`src/rtl/fifo_arb_pkg.sv`:
```
// Shared encodings and statistics constants for the FIFO write-port arbiter.
package fifo_arb_pkg;

  typedef enum logic {
    ST_IDLE  = 1'b0,
    ST_GRANT = 1'b1
  } arb_state_e;

  localparam int STAT_W = 16;
  localparam logic [STAT_W-1:0] STAT_MAX = 16'hFFFF;

endpackage

```
`src/rtl/fifo_wr_arbiter_rr_pick.sv`:
```
// Combinational round-robin picker: scans last+1, last+2, ... (mod N_REQ)
// and returns the first requesting index that is not masked out.
module rr_pick #(
  parameter int N_REQ = 4,
  parameter int IDX_W = $clog2(N_REQ)
) (
  input  logic [N_REQ-1:0] req,
  input  logic [IDX_W-1:0] last,
  input  logic [N_REQ-1:0] excl,
  output logic             found,
  output logic [IDX_W-1:0] idx
);

  logic [N_REQ-1:0] elig;
  logic [IDX_W-1:0] cand;

  assign elig = req & ~excl;

  // Walk the ring from farthest to nearest so the nearest eligible index wins.
  always_comb begin
    found = 1'b0;
    idx   = '0;
    cand  = '0;
    for (int i = N_REQ; i >= 1; i--) begin
      cand = IDX_W'((int'(last) + i) % N_REQ);
      if (elig[cand]) begin
        found = 1'b1;
        idx   = cand;
      end
    end
  end

endmodule

```
`src/rtl/fifo_wr_arbiter.sv`:
```
// Round-robin arbiter sharing one FIFO write port among N_REQ valid/ready
// requesters with bounded bursts. Optional per-requester beat counters: FIFO_ARB_STATS_EN.
module fifo_wr_arbiter
  import fifo_arb_pkg::*;
#(
  parameter int N_REQ     = 4,
  parameter int DATA_W    = 8,
  parameter int MAX_BURST = 4
) (
  input  logic                      clk,
  input  logic                      rst,
  input  logic [N_REQ-1:0]          req_valid,
  input  logic [N_REQ*DATA_W-1:0]   req_data,
  output logic [N_REQ-1:0]          req_ready,
  input  logic                      fifo_full,
  output logic                      fifo_wren,
  output logic [DATA_W-1:0]         fifo_wdata,
  output logic [$clog2(N_REQ)-1:0]  grant_id,
  output logic                      busy,
  input  logic [$clog2(N_REQ)-1:0]  stat_sel,
  output logic [STAT_W-1:0]         stat_count
);

  localparam int IDX_W = $clog2(N_REQ);
  localparam int CNT_W = $clog2(MAX_BURST + 1);

  arb_state_e       state_q, state_d;
  logic [IDX_W-1:0] owner_q, owner_d;
  logic [IDX_W-1:0] last_owner_q, last_owner_d;
  logic [CNT_W-1:0] beat_cnt_q, beat_cnt_d;

  logic [DATA_W-1:0] data_arr [N_REQ];
  logic              owner_valid;
  logic              beat;
  logic [IDX_W-1:0]  pick_last;
  logic [N_REQ-1:0]  pick_excl;
  logic              pick_found;
  logic [IDX_W-1:0]  pick_idx;

  for (genvar g = 0; g < N_REQ; g++) begin : g_slice
    assign data_arr[g] = req_data[g*DATA_W +: DATA_W];
  end

  // While granted, the picker searches from the current owner and skips it,
  // so a handover can be decided in the same cycle as the release.
  always_comb begin
    owner_valid = req_valid[owner_q];
    beat        = (state_q == ST_GRANT) && owner_valid && !fifo_full;
    pick_last   = (state_q == ST_GRANT) ? owner_q : last_owner_q;
    pick_excl   = '0;
    if (state_q == ST_GRANT) pick_excl[owner_q] = 1'b1;
  end

  rr_pick #(
    .N_REQ (N_REQ),
    .IDX_W (IDX_W)
  ) u_pick (
    .req   (req_valid),
    .last  (pick_last),
    .excl  (pick_excl),
    .found (pick_found),
    .idx   (pick_idx)
  );

  always_comb begin
    req_ready  = '0;
    fifo_wren  = 1'b0;
    fifo_wdata = '0;
    if (state_q == ST_GRANT) begin
      req_ready[owner_q] = !fifo_full;
      fifo_wren          = beat;
      fifo_wdata         = data_arr[owner_q];
    end
  end

  assign busy     = (state_q == ST_GRANT);
  assign grant_id = busy ? owner_q : '0;

  always_comb begin
    state_d      = state_q;
    owner_d      = owner_q;
    last_owner_d = last_owner_q;
    beat_cnt_d   = beat_cnt_q;
    case (state_q)
      ST_IDLE: begin
        if (pick_found) begin
          state_d    = ST_GRANT;
          owner_d    = pick_idx;
          beat_cnt_d = '0;
        end
      end
      default: begin
        if (beat) beat_cnt_d = beat_cnt_q + 1'b1;
        // A full FIFO stalls without releasing; only a spent burst or a
        // withdrawn owner hands the port on.
        if ((beat && beat_cnt_d == CNT_W'(MAX_BURST)) || !owner_valid) begin
          last_owner_d = owner_q;
          beat_cnt_d   = '0;
          if (pick_found)        owner_d = pick_idx;
          else if (!owner_valid) state_d = ST_IDLE;
        end
      end
    endcase
  end

  always_ff @(posedge clk or negedge rst) begin
    if (!rst) begin
      state_q      <= ST_IDLE;
      owner_q      <= '0;
      last_owner_q <= IDX_W'(N_REQ - 1);
      beat_cnt_q   <= '0;
    end else begin
      state_q      <= state_d;
      owner_q      <= owner_d;
      last_owner_q <= last_owner_d;
      beat_cnt_q   <= beat_cnt_d;
    end
  end

`ifdef FIFO_ARB_STATS_EN
  logic [STAT_W-1:0] stat_q [N_REQ];
  logic [STAT_W-1:0] stat_d [N_REQ];

  function automatic logic [STAT_W-1:0] sat_inc(input logic [STAT_W-1:0] v);
    return (v == STAT_MAX) ? STAT_MAX : v + 1'b1;
  endfunction

  always_comb begin
    stat_d = stat_q;
    if (beat) stat_d[owner_q] = sat_inc(stat_q[owner_q]);
  end

  always_ff @(posedge clk or negedge rst) begin
    if (!rst) begin
      for (int i = 0; i < N_REQ; i++) stat_q[i] <= '0;
    end else begin
      stat_q <= stat_d;
    end
  end

  assign stat_count = (int'(stat_sel) < N_REQ) ? stat_q[stat_sel] : '0;
`else
  logic unused_stat_sel;
  assign unused_stat_sel = ^stat_sel;
  assign stat_count      = '0;
`endif

endmodule

```
`config.mk`:
```
export PLATFORM = sky130hd
export DESIGN_NAME = fifo_wr_arbiter
export DESIGN_NICKNAME = d
export VERILOG_FILES = /design/src/rtl/fifo_arb_pkg.sv /design/src/rtl/fifo_wr_arbiter_rr_pick.sv /design/src/rtl/fifo_wr_arbiter.sv
export SDC_FILE = /design/constraint.sdc
export NUM_CORES = 1
export LEC_CHECK = 0
export ABC_CLOCK_PERIOD_IN_PS = 1600
export CAP_MARGIN = 30
export CORE_MARGIN = 2
export CORE_UTILIZATION = 32
export DETAILED_ROUTE_END_ITERATION = 16
export GPL_ROUTABILITY_DRIVEN = 0
export GPL_TIMING_DRIVEN = 0
export PLACE_DENSITY = 0.74
export SLEW_MARGIN = 0
export SYNTH_ARGS = -nofsm -noshare
export SYNTH_HDL_FRONTEND = slang
export SYNTH_HIERARCHICAL = 1
export SYNTH_SLANG_ARGS = --single-unit
```
`constraint.sdc`:
```
create_clock -name clk -period 1.6 [get_ports clk]
set_input_delay 0.32 -clock clk [delete_from_list [all_inputs] [get_ports clk]]
set_output_delay 0.32 -clock clk [all_outputs]
set_load 0.005 [all_outputs]
```
==> results.env <==
DPL.HPWL_UM=2540
SYNTHDOMINANTAREACELLTYPE='sky130_fd_sc_hd__mux4_2'
DOMINANTREGCELLSYNTH='sky130_fd_sc_hd__dfrtp_1'
CRITPATHCAPTURETYPE='primary output'
DIE_AREA_UM2=3730
TIMING.FINAL.SETUP_VIOLATIONS=20
SLEW_VIOLATIONS=0
TRITONCTS='built'
NETLIST_AREA_UM2=1040
NUMCLOCKSINKS=8
TIMING_WORST_SETUP_PATH_TYPE='reg2out'
POWERDENSITY_nW_PER_UM2=1650
FINAL_CELL_AREA_UM2=2040
MAX_FREQ_MHz=520
FINALCRITPERIODSHARE_PCT=120
FINAL_NET_COUNT=244
SLEW_HEADROOM_PCT=55.3
NUMBER_OF_HOLD_SLACK_VIOLATIONS_IN_THE_FINAL_TIMING_REPORT=0
SYNTHESIS.AREA_PER_INSTANCE_UM2=9.29
CLOCK-SKEW-FINAL_PS=2.21
FIN_CRIT_PS=1920
SYNTH-SEQ-AREA-SHARE_PCT=19.5
CORE_AREA_UM2=3080
GRT_ANTENNA_BEFORE_REPAIR=0
CTS.PATH.MAX_BUFFERS=2
FIRST_PASS_ITERATION_COUNT_OF_THE_DETAILED_ROUTER=4
GLOBALROUTE.TOTALOVERFLOW=0
FINAL.SETUP.TNS_PS=-3920
MIN_PATH_TYPE='in2async'
CLK_ROOT_BUFFER_CELL='sky130_fd_sc_hd__clkbuf_4'
CRITICAL_PATH.SLOWEST_CELL='sky130_fd_sc_hd__mux4_2'
MAX_STAGE_DELAY_PS=490
MULTI_INPUT_COMB_AREA_UM2=876
SYNTH_EDF_COUNT=0
DIE-WIDTH_UM=61.0
REMAINING_ANTENNA_VIOLATION_COUNT=0
COUNT_OF_INPUT_AND_OUTPUT_BUFFERS=53
YOSYS.CELL_COUNT.TOP_TYPE='sky130_fd_sc_hd__buf_4'
CTS.CLK_SLEW.WORST_PATHS_PS=50
SYNTHDOMINANTCELLAREASHARE_PCT=17.3
DRT-INITIAL-DRC-COUNT=24
VIAS_IN_THE_FIRST_GLOBAL_ROUTE=1094
SHARE_OF_POST_ROUTE_CELLS_WITH_DRIVE_STRENGTH_ABOVE_1_PCT=53.0
TIGHTEST_SLEW_PS=670
CELLLEAKAGEPOWER_uW=0.000923
IR_DROP_V=0.000800
SYNTH_SEQ_CELLS=8
CRITPATHARRIVALTIME_PS=1600
AVERAGE_WIRE_PER_CELL_IN_THE_ROUTED_DESIGN_UM=14.4
RSZ0062_AT_GRT='true'
ASYNC_RESET_FF_SHARE_PCT=100
SYNTH.DISTINCT_CELLS=38
SYNTHCELLS=112
AREA_TAKEN_BY_FLIP_FLOPS_AND_LATCHES_UM2=203
TOTAL_POWER_uW=3360
FAILING_CHECKS='setup timing'
YOSYS-TOP-CELLS-AREA='sky130_fd_sc_hd__mux4_2 (17%), sky130_fd_sc_hd__dfrtp_1 (14%), sky130_fd_sc_hd__buf_4 (12%)'
STD_CELL_ROWS=20
CLK_LATENCY_PS=250
INSERTEDDIODECOUNT=0
CTS-HTREE-LEVELS=1
SYNTHTOLAYOUTAREAGROWTH_PCT=95.9
GRT_FIRST_PASS_WIRELENGTH_UM=4840
CP_DATA_REQUIRED_TIME_PS=1280
GRT_MAX_DEGREE=11
CRITICAL_PATH_CELL_LIST='buf_6, buf_12, mux4_2, and2_4, buf_6'
I_O_PIN_CNT=73
ROUTED_WIRELENGTH_UM=3510
DRC_ERRORS=0
STATUS='finished, violations left'
CP_MAX_FO=5
SETUP_WS_POST_LAYOUT_PS=-322
FLOORPLAN.INITIALDENSITY_PCT=33.8
VERTICAL_DIE_DIMENSION_UM=61.0
FF2FF_SETUP_SLACK_PS=-250
DPL-INSTANCE-AREA_UM2=1710
DRV_CAP=0
GRTUSAGETOTAL_PCT=17.2
CPMOSTUSEDCELL='sky130_fd_sc_hd__buf_6'
TRITONCTS.NUM_BUFFERS=3
YS.WARNINGS.COUNT=6
FILLER_CELL_COUNT=229
RANKING_OF_SYNTHESIZED_CELLS_BY_INSTANCE_COUNT='sky130_fd_sc_hd__buf_4 (16), sky130_fd_sc_hd__and2_1 (8), sky130_fd_sc_hd__inv_1 (8), sky130_fd_sc_hd__mux4_2 (8)'
ROUTE.VIAS.TOTAL=1129
START_KIND='flip-flop'
VIAS_PER_CELL=4.63
[final timing paths]
kind | end | start | cells after the start
max in group asynchronous | last_owner_q[0] | rst | 1
worst max-delay path | fifo_wdata[0] | owner_q[0] | 5
worst min register to register | beat_cnt_q[1] | beat_cnt_q[1] | 2
min in group clk | beat_cnt_q[1] | beat_cnt_q[1] | 2
worst min-delay path | beat_cnt_q[0] | rst | 1
worst max register to register | owner_q[0] | owner_q[0] | 8
[cell usage in the layout, fill, tap and decap left out, types with 4 or more instances in the layout]
master,n
sky130_fd_sc_hd__dfrtp_1,6
sky130_fd_sc_hd__buf_4,26
sky130_fd_sc_hd__and2_4,5
sky130_fd_sc_hd__mux2_4,5
sky130_fd_sc_hd__inv_1,7
sky130_fd_sc_hd__nand2_1,4
sky130_fd_sc_hd__mux4_2,8
sky130_fd_sc_hd__buf_6,13
sky130_fd_sc_hd__conb_1,16
sky130_fd_sc_hd__clkdlybuf4s50_1,38
sky130_fd_sc_hd__o32ai_2,4
sky130_fd_sc_hd__buf_2,9
[layer usage]
layer	wire, um	up-vias	global-route usage (%)
li1	-	537	-
met1	1310	525	19.5
met2	1790	64	31.9
met3	378	3	3.99
met4	30	0	4.97
met5	0	-	0
[flip-flops by register name, indices dropped and copies added (netlist names)]
register and count:
last_owner_q 2, beat_cnt_q 3, owner_q 2, busy 1
[layout make-up]
type | instances | share of cell area (%)
timing repair buffer | 70 | 32.6
tap | 44 | 2.70
clock buffer | 3 | 1.10
inverter | 8 | 1.47
multi-input combinational | 88 | 42.9
sequential | 8 | 9.94
buffer | 23 | 9.20
[critical path: cells and delay by family (launching register included)]
family        cells  cell delay [ps]
buf+inv           3              340
simple gates      1              170
mux               1              490
flops             1              330
[logic make-up (layout without fill, tap and decap cells)]
group | count (synthesis) | in the layout | share of synthesized area [%]
AOI/OAI and AO/OA | 16 | 16 | 11.7
xor gates and xnor gates | 2 | 2 | 1.68
adders and majority gates | 1 | 1 | 1.20
buffers and inverters | 31 | 104 | 18.4
DFF | 8 | 8 | 19.5
muxes | 16 | 16 | 26.1
other | 1 | 16 | 0.360
and+or+nand+nor | 37 | 37 | 21.2
[per-stage QoR]
stage / utilization (%) / hold WS [ps] / std cells / setup slack [ps]
after floorplan: - / 24.4 / 127 / 17.4
after global placement: 55.5 / 554 / 224 / -583
after detailed placement: 55.5 / 565 / 224 / -589
after CTS: 62.0 / 354 / 238 / -339
after global routing: 66.3 / 376 / 244 / -375
final: 66.3 / 346 / 244 / -322
[power breakdown]
| group | switching (uW) | internal [uW] |
|---|---|---|
| clock | 66.6 | 85.7 |
| sequential | 48.1 | 306 |
| combinational | 1150 | 1700 |
[what timing repair did]
item                                    CTS  global route
pin swaps                                13             4
hold buffers                              0             0
endpoints found under the setup margin   19            22
setup buffers                            11             6
resized for setup                        88            20
(Power assumes the default switching activity.)
